File: src/rtl/decode_pkg.sv
// Shared decode definitions: RV32I opcode constants, immediate formats, FSM state
// encoding and the pure decode helper functions.
package decode_pkg;

  localparam logic [6:0] OP_LUI    = 7'b0110111;
  localparam logic [6:0] OP_AUIPC  = 7'b0010111;
  localparam logic [6:0] OP_JAL    = 7'b1101111;
  localparam logic [6:0] OP_JALR   = 7'b1100111;
  localparam logic [6:0] OP_BRANCH = 7'b1100011;
  localparam logic [6:0] OP_LOAD   = 7'b0000011;
  localparam logic [6:0] OP_STORE  = 7'b0100011;
  localparam logic [6:0] OP_IMM    = 7'b0010011;
  localparam logic [6:0] OP_OP     = 7'b0110011;
  localparam logic [6:0] OP_FENCE  = 7'b0001111;
  localparam logic [6:0] OP_SYSTEM = 7'b1110011;

  typedef enum logic [2:0] {FMT_R, FMT_I, FMT_S, FMT_B, FMT_U, FMT_J} imm_fmt_e;

  typedef logic [0:0] state_t;
  localparam state_t ST_RUN    = 1'b0;
  localparam state_t ST_SQUASH = 1'b1;

  function automatic logic is_rv32i(input logic [6:0] op);
    case (op)
      OP_LUI, OP_AUIPC, OP_JAL, OP_JALR, OP_BRANCH, OP_LOAD,
      OP_STORE, OP_IMM, OP_OP, OP_FENCE, OP_SYSTEM: return 1'b1;
      default:                                      return 1'b0;
    endcase
  endfunction

  // Unknown opcodes fall back to FMT_R so they carry a zero immediate.
  function automatic imm_fmt_e fmt_of(input logic [6:0] op);
    case (op)
      OP_JALR, OP_LOAD, OP_IMM, OP_FENCE, OP_SYSTEM: return FMT_I;
      OP_STORE:                                      return FMT_S;
      OP_BRANCH:                                     return FMT_B;
      OP_LUI, OP_AUIPC:                              return FMT_U;
      OP_JAL:                                        return FMT_J;
      default:                                       return FMT_R;
    endcase
  endfunction

  function automatic logic [31:0] imm_of(input logic [31:0] ins, input imm_fmt_e fmt);
    case (fmt)
      FMT_I:   return {{20{ins[31]}}, ins[31:20]};
      FMT_S:   return {{20{ins[31]}}, ins[31:25], ins[11:7]};
      FMT_B:   return {{19{ins[31]}}, ins[31], ins[7], ins[30:25], ins[11:8], 1'b0};
      FMT_U:   return {ins[31:12], 12'd0};
      FMT_J:   return {{11{ins[31]}}, ins[31], ins[19:12], ins[20], ins[30:21], 1'b0};
      default: return 32'd0;
    endcase
  endfunction

endpackage

File: src/rtl/regfile.sv
// 32x32 register file: two asynchronous read ports, one synchronous write port, x0 hardwired to 0.
module regfile (
  input  logic        clk_i,
  input  logic        we_i,
  input  logic [4:0]  waddr_i,
  input  logic [31:0] wdata_i,
  input  logic [4:0]  raddr1_i,
  input  logic [4:0]  raddr2_i,
  output logic [31:0] rdata1_o,
  output logic [31:0] rdata2_o
);

  logic [31:0] mem_q [32];

  always_ff @(posedge clk_i) begin
    if (we_i && (waddr_i != 5'd0)) mem_q[waddr_i] <= wdata_i;
  end

  assign rdata1_o = (raddr1_i == 5'd0) ? 32'd0 : mem_q[raddr1_i];
  assign rdata2_o = (raddr2_i == 5'd0) ? 32'd0 : mem_q[raddr2_i];

endmodule

File: src/rtl/instr_decode.sv
// RV32I decode stage with register-file read and JAL redirect/squash FSM.
// Optional DECODE_BYPASS_EN forwards same-cycle writeback data to the operand outputs.
module instr_decode
  import decode_pkg::*;
#(
  parameter int SQUASH_CYCLES = 2
) (
  input  logic        clk,
  input  logic        rst_n,
  input  logic [31:0] instr_i,
  input  logic [13:0] addr_i,
  input  logic        wb_en_i,
  input  logic [4:0]  wb_rd_i,
  input  logic [31:0] wb_data_i,
  output logic        valid_o,
  output logic [31:0] rs1_data_o,
  output logic [31:0] rs2_data_o,
  output logic [31:0] imm_o,
  output logic [4:0]  rd_o,
  output logic [6:0]  opcode_o,
  output logic [13:0] addr_o,
  output logic        illegal_o,
  output logic        pcsrc_o,
  output logic [13:0] target_o
);

  localparam int CNT_W = (SQUASH_CYCLES < 2) ? 1 : $clog2(SQUASH_CYCLES + 1);

  logic [6:0]  opcode;
  logic [4:0]  rs1_idx, rs2_idx;
  logic [31:0] imm;
  logic [31:0] rf_rd1, rf_rd2, rs1_val, rs2_val;
  logic        run;

  state_t      state_q, state_d;
  logic [CNT_W-1:0] cnt_q, cnt_d;
  logic        valid_q, valid_d, pcsrc_q, pcsrc_d, illegal_q, illegal_d;
  logic [13:0] target_q, target_d, addr_q;
  logic [31:0] imm_q, rs1_q, rs2_q;
  logic [4:0]  rd_q;
  logic [6:0]  opcode_q;

  assign opcode  = instr_i[6:0];
  assign rs1_idx = instr_i[19:15];
  assign rs2_idx = instr_i[24:20];
  assign imm     = imm_of(instr_i, fmt_of(opcode));
  assign run     = (state_q == ST_RUN);

  regfile u_regfile (
    .clk_i    (clk),
    .we_i     (wb_en_i),
    .waddr_i  (wb_rd_i),
    .wdata_i  (wb_data_i),
    .raddr1_i (rs1_idx),
    .raddr2_i (rs2_idx),
    .rdata1_o (rf_rd1),
    .rdata2_o (rf_rd2)
  );

`ifdef DECODE_BYPASS_EN
  assign rs1_val = (wb_en_i && (wb_rd_i != 5'd0) && (wb_rd_i == rs1_idx)) ? wb_data_i : rf_rd1;
  assign rs2_val = (wb_en_i && (wb_rd_i != 5'd0) && (wb_rd_i == rs2_idx)) ? wb_data_i : rf_rd2;
`else
  assign rs1_val = rf_rd1;
  assign rs2_val = rf_rd2;
`endif

  // Words sampled while squashing are killed; a JAL among them never redirects.
  always_comb begin
    state_d   = state_q;
    cnt_d     = cnt_q;
    valid_d   = run;
    illegal_d = run && !is_rv32i(opcode);
    pcsrc_d   = 1'b0;
    target_d  = target_q;
    if (run) begin
      if (opcode == OP_JAL) begin
        pcsrc_d  = 1'b1;
        target_d = addr_i + imm[13:0];
        if (SQUASH_CYCLES > 0) begin
          state_d = ST_SQUASH;
          cnt_d   = CNT_W'(SQUASH_CYCLES);
        end
      end
    end else begin
      cnt_d = cnt_q - 1'b1;
      if (cnt_q <= 1) state_d = ST_RUN;
    end
  end

  always_ff @(posedge clk or posedge rst_n) begin
    if (rst_n) begin
      state_q   <= ST_RUN;
      cnt_q     <= '0;
      valid_q   <= 1'b0;
      pcsrc_q   <= 1'b0;
      illegal_q <= 1'b0;
      target_q  <= '0;
      addr_q    <= '0;
      imm_q     <= '0;
      rd_q      <= '0;
      opcode_q  <= '0;
      rs1_q     <= '0;
      rs2_q     <= '0;
    end else begin
      state_q   <= state_d;
      cnt_q     <= cnt_d;
      valid_q   <= valid_d;
      pcsrc_q   <= pcsrc_d;
      illegal_q <= illegal_d;
      target_q  <= target_d;
      addr_q    <= addr_i;
      imm_q     <= imm;
      rd_q      <= instr_i[11:7];
      opcode_q  <= opcode;
      rs1_q     <= rs1_val;
      rs2_q     <= rs2_val;
    end
  end

  assign valid_o    = valid_q;
  assign pcsrc_o    = pcsrc_q;
  assign illegal_o  = illegal_q;
  assign target_o   = target_q;
  assign addr_o     = addr_q;
  assign imm_o      = imm_q;
  assign rd_o       = rd_q;
  assign opcode_o   = opcode_q;
  assign rs1_data_o = rs1_q;
  assign rs2_data_o = rs2_q;

endmodule

File: config.mk
export PLATFORM = sky130hd
export DESIGN_NAME = instr_decode
export DESIGN_NICKNAME = d
export VERILOG_FILES = /design/src/rtl/decode_pkg.sv /design/src/rtl/regfile.sv /design/src/rtl/instr_decode.sv
export SDC_FILE = /design/constraint.sdc
export NUM_CORES = 2
export LEC_CHECK = 0
export BUFFER_PORTS_ARGS = -buffer_cell sky130_fd_sc_hd__buf_2
export CAP_MARGIN = 20
export CORE_MARGIN = 4
export CORE_UTILIZATION = 30
export CTS_CLUSTER_SIZE = 14
export DETAILED_ROUTE_END_ITERATION = 6
export PLACE_DENSITY_LB_ADDON = 0.08
export SYNTH_ARGS = -nofsm -noshare
export SYNTH_HDL_FRONTEND = slang
export SYNTH_SLANG_ARGS = --single-unit
export TNS_END_PERCENT = 50
File: constraint.sdc
create_clock -name clk -period 5.95 [get_ports clk]
set_input_delay 1.19 -clock clk [delete_from_list [all_inputs] [get_ports clk]]
set_output_delay 1.19 -clock clk [all_outputs]
set_load 0.05 [all_outputs]
Word-level counts from Yosys, hierarchy flattened --
Memories as Yosys holds them, arrays and structs flattened. Cells that the tools add are included.
Storage, ports and cells: register bits after elaboration 142, bits in latches 0, bits in writable memories 1024, memory bits (read-only) 0, input bits 86, output and inout port bits 139, logic and storage cells 57, memories 1
Cells by class: add/sub/neg operators 2, $mul 0, divide/modulo/power cells 0, magnitude comparators 1, equal/unequal tests 16, shift operators 0, multiplexer cells 13, bitwise operators 1, reductions and logical operators 11
Memory list:
- u_regfile.mem_q | depth 32, bits a word 32, rd ports 2, clocked after memory_dff 0, wr ports 1, RTL line regfile.sv:13 | logic [31:0] mem_q [32];
Operators by type and width (number):
- $pmux 32 s5 | 1
- $mux 32 | 2
- $eq 7x7->1 const B | 4
- $eq 7x6->1 const B | 3
- $pmux 3 s5 | 1
- $add 14x14->14 | 1
- $eq 7x5->1 const B | 2
- $reduce_or 11->1 | 1
- $logic_not 5->1 | 2
- $eq 7x2->1 const B | 1
- $eq 7x4->1 const B | 1
- $mux 1 | 7
- $eq 3x2->1 const B | 2
- $eq 3x3->1 const B | 2
- $reduce_bool 5->1 | 1
- $reduce_or 5->1 | 1
- $mux 2 | 2
- $eq 3x1->1 const B | 1
- $le 2x1->1 const B | 1
- $logic_and 1x1->1 | 2
- $reduce_and 2->1 | 1
- $reduce_bool 2->1 | 1
- $reduce_or 2->1 | 1
- $sub 2x1->2 const B | 1
- other kinds (2) | 2

Longest topological paths before layout --
depth after elaboration 6, mapped depth 15

Hierarchy --
From an unflattened synthesis, not the netlist that was laid out.
Second synthesis, totals: cells, all modules 2918, area total of the unflattened synthesis 52814.4 µm²
By module, submodules not included:
- regfile | times used 1, cells an instance 2564, area an instance 47929.7 µm²
- instr_decode | times used 1, cells an instance 354, area an instance 4884.7 µm²

Least setup slack after synthesis --
No wires, ideal clock.
path type input to register, start in instr_i[5], end reg target_q[12], in the netlist target_o[12], arrival time 3.864 ns, data required time 5.881 ns, slack 2.017 ns, cell stages on the path 14, path buffers 1, cell sequence clkbuf_1 -> or3b_2 -> a21oi_1 -> o21a_1 -> a32o_1 -> ha_1 -> inv_1 -> fa_1 -> nor2b_1 -> o21a_1 -> o21ai_0 -> a211o_1 -> a211o_1 -> nand3_1
Between the ends: word-level cells in the longest chain between the ends 6
RTL lines:
- start: declaration | RTL line instr_decode.sv:10 | input logic [31:0] instr_i,
- $eq 7x7->1 (tied with other cells) | RTL line decode_pkg.sv:33 | case (op)
- $reduce_or 5->1 / $reduce_or 2->1 (equally long branches) | RTL line decode_pkg.sv:33
- $pmux 3 s5 * | RTL line decode_pkg.sv:33
- $eq 3x3->1 (tied with other cells) | RTL line decode_pkg.sv:44 | case (fmt)
- $pmux 32 s5 * | RTL line decode_pkg.sv:44
- named net imm[0] | RTL line instr_decode.sv:31 | logic [31:0] imm;
- $add 14x14->14 * | RTL line instr_decode.sv:79 | target_d = addr_i + imm[13:0];
- end signal: assignment | RTL line instr_decode.sv:111 | target_q <= target_d;
- end: declaration | RTL line instr_decode.sv:38 | logic [13:0] target_q, target_d, addr_q;
Mark *: on every way through the listed nets, which the timed path passes. The rest lies on a longest branch. A chain may end at the register's enable or synchronous reset.

Worst setup path after layout --
start in instr_i[6], end reg target_q[10], in the netlist target_o[10]
Same word-level chain as after synthesis.

==> flow_summary.toml <==
[status]
status = "complete, no violations"

[setup_path]
cp_max_fo = 12
critical_path_arrival_ns = 4.25
path_class = "primary input to flip-flop"
setup.worst_path.end_class = "flip-flop"
r2r_slack_ns = 3.86
cp-start-kind = "primary input"
crit_required_ns = 6.63

[clocking]
numCtsBuffers = 141
holdBufCountCts = 0
path_clk_slew_ns = 0.06
ctsResizeCount = 0
cts.sinks = 1166
ctsRootBufferMaster = "clkbuf_16"
h-tree-depth = 4
cts_tree = "yes"
cts_setup_buffers = 0
insertion_delay_ns = 0.77
clk_path_buf_depth = 3

[timing]
rsz0062_at_grt = "false"
slew_headroom_pct = 29.48
finalSetupViolations = 0
drv_slew = 0
whs_ns = 0.4870
hold_viol = 0
tightest_slew_ns = 1.058
tns_ns = 0
fin_crit_ns = 3.573
fmax_mhz = 279.9
finClkSkew_ns = 0.02849
min_period_over_period_pct = 60.04

[detailed_routing]
drtPass1Iterations = 5
drc = 0
viasPerCell = 5.330
wl_per_cell_um = 33.58
drt_first_iter_violations = 2586
vias = 27270
wl_um = 171800
detail-route-antenna-nets = 0

[synth]
synth-edff-count = 1024
yosysSeqAreaShare_pct = 66.02
synth_cells = 2367
synth-simple-area-share_pct = 1.717
async_reset_ff_share_pct = 12.18
yosys-mux-area-fraction_pct = 28.98
synth_cell_type_count = 53
synthXorXnorAreaFrac_pct = 0.08429
synth_fa_ha_area_share_pct = 0.3757
synth-compound-area-share_pct = 1.216
synth_top_family_by_area = "multiplexers"
avgSynthCellArea_um2 = 21.95
ys_warn_count = 0
ys_ff_latch = 1166
ys.flop_type = "edfxtp_1"
syn_area_mm2 = 0.05196

[cells_and_area]
nets = 2785
fillCellCount = 15970
multi_input_area_mm2 = 0.01719
regArea_mm2 = 0.03430
fin_cells = 5115
area_delta_synth_final_pct = 17.47
drive_gt1_share_pct = 42.57

[floorplanning]
ioPinCount = 225
dieArea_mm2 = 0.1799
num_rows = 152
fp.dieH_um = 424.2
die_width_um = 424.2
core_area_mm2 = 0.1719
start_util_pct = 30.22

[power_and_ir_drop]
seqPwrFrac_pct = 47.4
p_sw_share_pct = 24.50
p_comb_share_pct = 9.6
p_leak_nw = 20.21
power.clock.fraction_pct = 43.0
p_sw_w = 0.004759
p_per_area_mw_per_mm2 = 318.3
power_w = 0.01943
ir_drop_uv = 274.2
p_int_w = 0.01467

[grt]
grt_pass1_vias = 29580
grt_max_degree = 94
gr-total-overflow = 0
grt_first_pass_wirelength_um = 238500
grt_usage_pct = 19.07
grt_antenna_before_repair = 18

[worst_hold_path]
hold_path_class = "flip-flop to flip-flop"

[placed_design]
post-dp-hpwl_um = 102000
io_buffers = 224
placedCellCount = 4851
gp_congestion = 0.7915

[run]
max_cap_viol_count = 0
[logic make-up after synthesis]
group                    count (synthesis)
adder cells (fa/ha/maj)                 15
other                                    1
flip-flops                            1166
buffers and inverters                  183
AO/OA/AOI/OAI                           92
XOR/XNOR                                 5
multiplexers                           704
AND/OR/NAND/NOR                        201
[power by group through the flow]
stage               logic, W  registers, W  clock network, W
finish               0.00186       0.00921           0.00836
global route         0.00198       0.00922           0.00898
CTS                  0.00191       0.00921           0.00861
detailed placement   0.00191       0.00938                 0
global placement     0.00190       0.00937                 0
floorplan           0.000917       0.00966                 0
[through the flow]
step / instance area (um^2) / setup WS (ns) / util, %
after detailed placement: 56560 / 1.608 / 32.90
after global placement: 56460 / 1.525 / 32.84
after global routing: 61020 / 2.131 / 35.49
after CTS: 61020 / 2.454 / 35.49
final: 61030 / 2.377 / 35.50
after floorplan: 52070 / 0.9504 / -
[synthesized netlist by cell type (5+ instances only)]
| master | number | area, um^2 |
|---|---|---|
| mux2i_1 | 64 | 640.6 |
| buf_1 | 20 | 75.07 |
| nor2_1 | 110 | 412.9 |
| inv_1 | 12 | 45.04 |
| a21oi_1 | 9 | 45.04 |
| buf_6 | 5 | 56.30 |
| ha_1 | 14 | 175.2 |
| dfrtp_1 | 142 | 3553 |
| nand3_1 | 8 | 40.04 |
| nor3_1 | 7 | 35.03 |
| nand2_1 | 37 | 138.9 |
| buf_4 | 13 | 97.59 |
| mux4_2 | 640 | 14410 |
| clkbuf_1 | 86 | 322.8 |
| and2_1 | 10 | 62.56 |
| buf_2 | 47 | 235.2 |
| edfxtp_1 | 1024 | 30750 |
| o21a_1 | 8 | 60.06 |
| a21o_1 | 24 | 180.2 |
| o21ai_0 | 23 | 115.1 |
[area by class of cell]
type,count,area share [%]
repair buffers,314,3.481
inverters,12,0.08610
well taps,2310,4.735
clock buffers,202,6.474
flip-flops and latches,1166,56.20
diodes,5,0.02050
multi-input cells,1049,28.16
clock inverters,57,0.8446
[routing by layer]
metal / share of wire (%) / up-vias / track usage [%]
li1: - / 10930 / -
met1: 43 / 15180 / 26.47
met2: 49 / 927 / 31.13
met3: 5.5 / 225 / 3.685
met4: 2.2 / 2 / 4.544
met5: 0.0076 / - / 0
[flip-flops by register name (all words and copies together), names as in the netlist]
| register | flops |
|---|---|
| rs1_data_o | 32 |
| imm_o | 32 |
| cnt_q | 2 |
| state_q | 1 |
| opcode_o | 7 |
| valid_o | 1 |
| pcsrc_o | 1 |
| addr_o | 14 |
| target_o | 14 |
| illegal_o | 1 |
| u_regfile.mem_q | 1024 |
| rd_o | 5 |
| rs2_data_o | 32 |
[worst max-delay path, cell delays in order]
cell and delay, ns:
buf_2 0.18, or3b_2 0.47, a21oi_1 0.23, o21a_1 0.17, a32o_1 0.15, ha_1 0.20, inv_1 0.07, fa_1 0.41
nor2b_1 0.15, o21a_1 0.15, o21ai_0 0.20, a211oi_1 0.33, nor3_1 0.08, o31ai_1 0.24
[final timing paths]
path,end,start,cells past startpoint
max,target_o[10],instr_i[6],14
min,target_o[7],target_o[7],2
max reg2reg,rs2_data_o[31],u_regfile.mem_q[15][31],4
min reg2reg,target_o[7],target_o[7],2
max in group asynchronous,rs2_data_o[4],rst_n,3
min in group asynchronous,rs2_data_o[26],rst_n,2
[layout by cell type (no fill, tap or decap), drive strengths merged, types with 2 or more instances in the layout]
cell type and n:
o211ai 4, or4 3, conb 32, nor3 8, nor2b 4, a21o 24
o31ai 4, dfrtp 142, clkbuf 202, nand3 8, a21boi 3, xnor2 4
o21a 8, nor2 110, or2 2, nand3b 3, or3 2, nand4 3
edfxtp 1024, nor3b 2, clkinv 40, a211o 2, o21ai 23, mux4 640
and2 10, bufinv 5, o311ai 2, or3b 2, buf 314, ha 14
diode 5, nand2b 4, nand2 37, clkinvlp 3, a21oi 9, mux2i 64
inv 21, a211oi 4
Note: power is estimated with default switching activity, not from simulation.
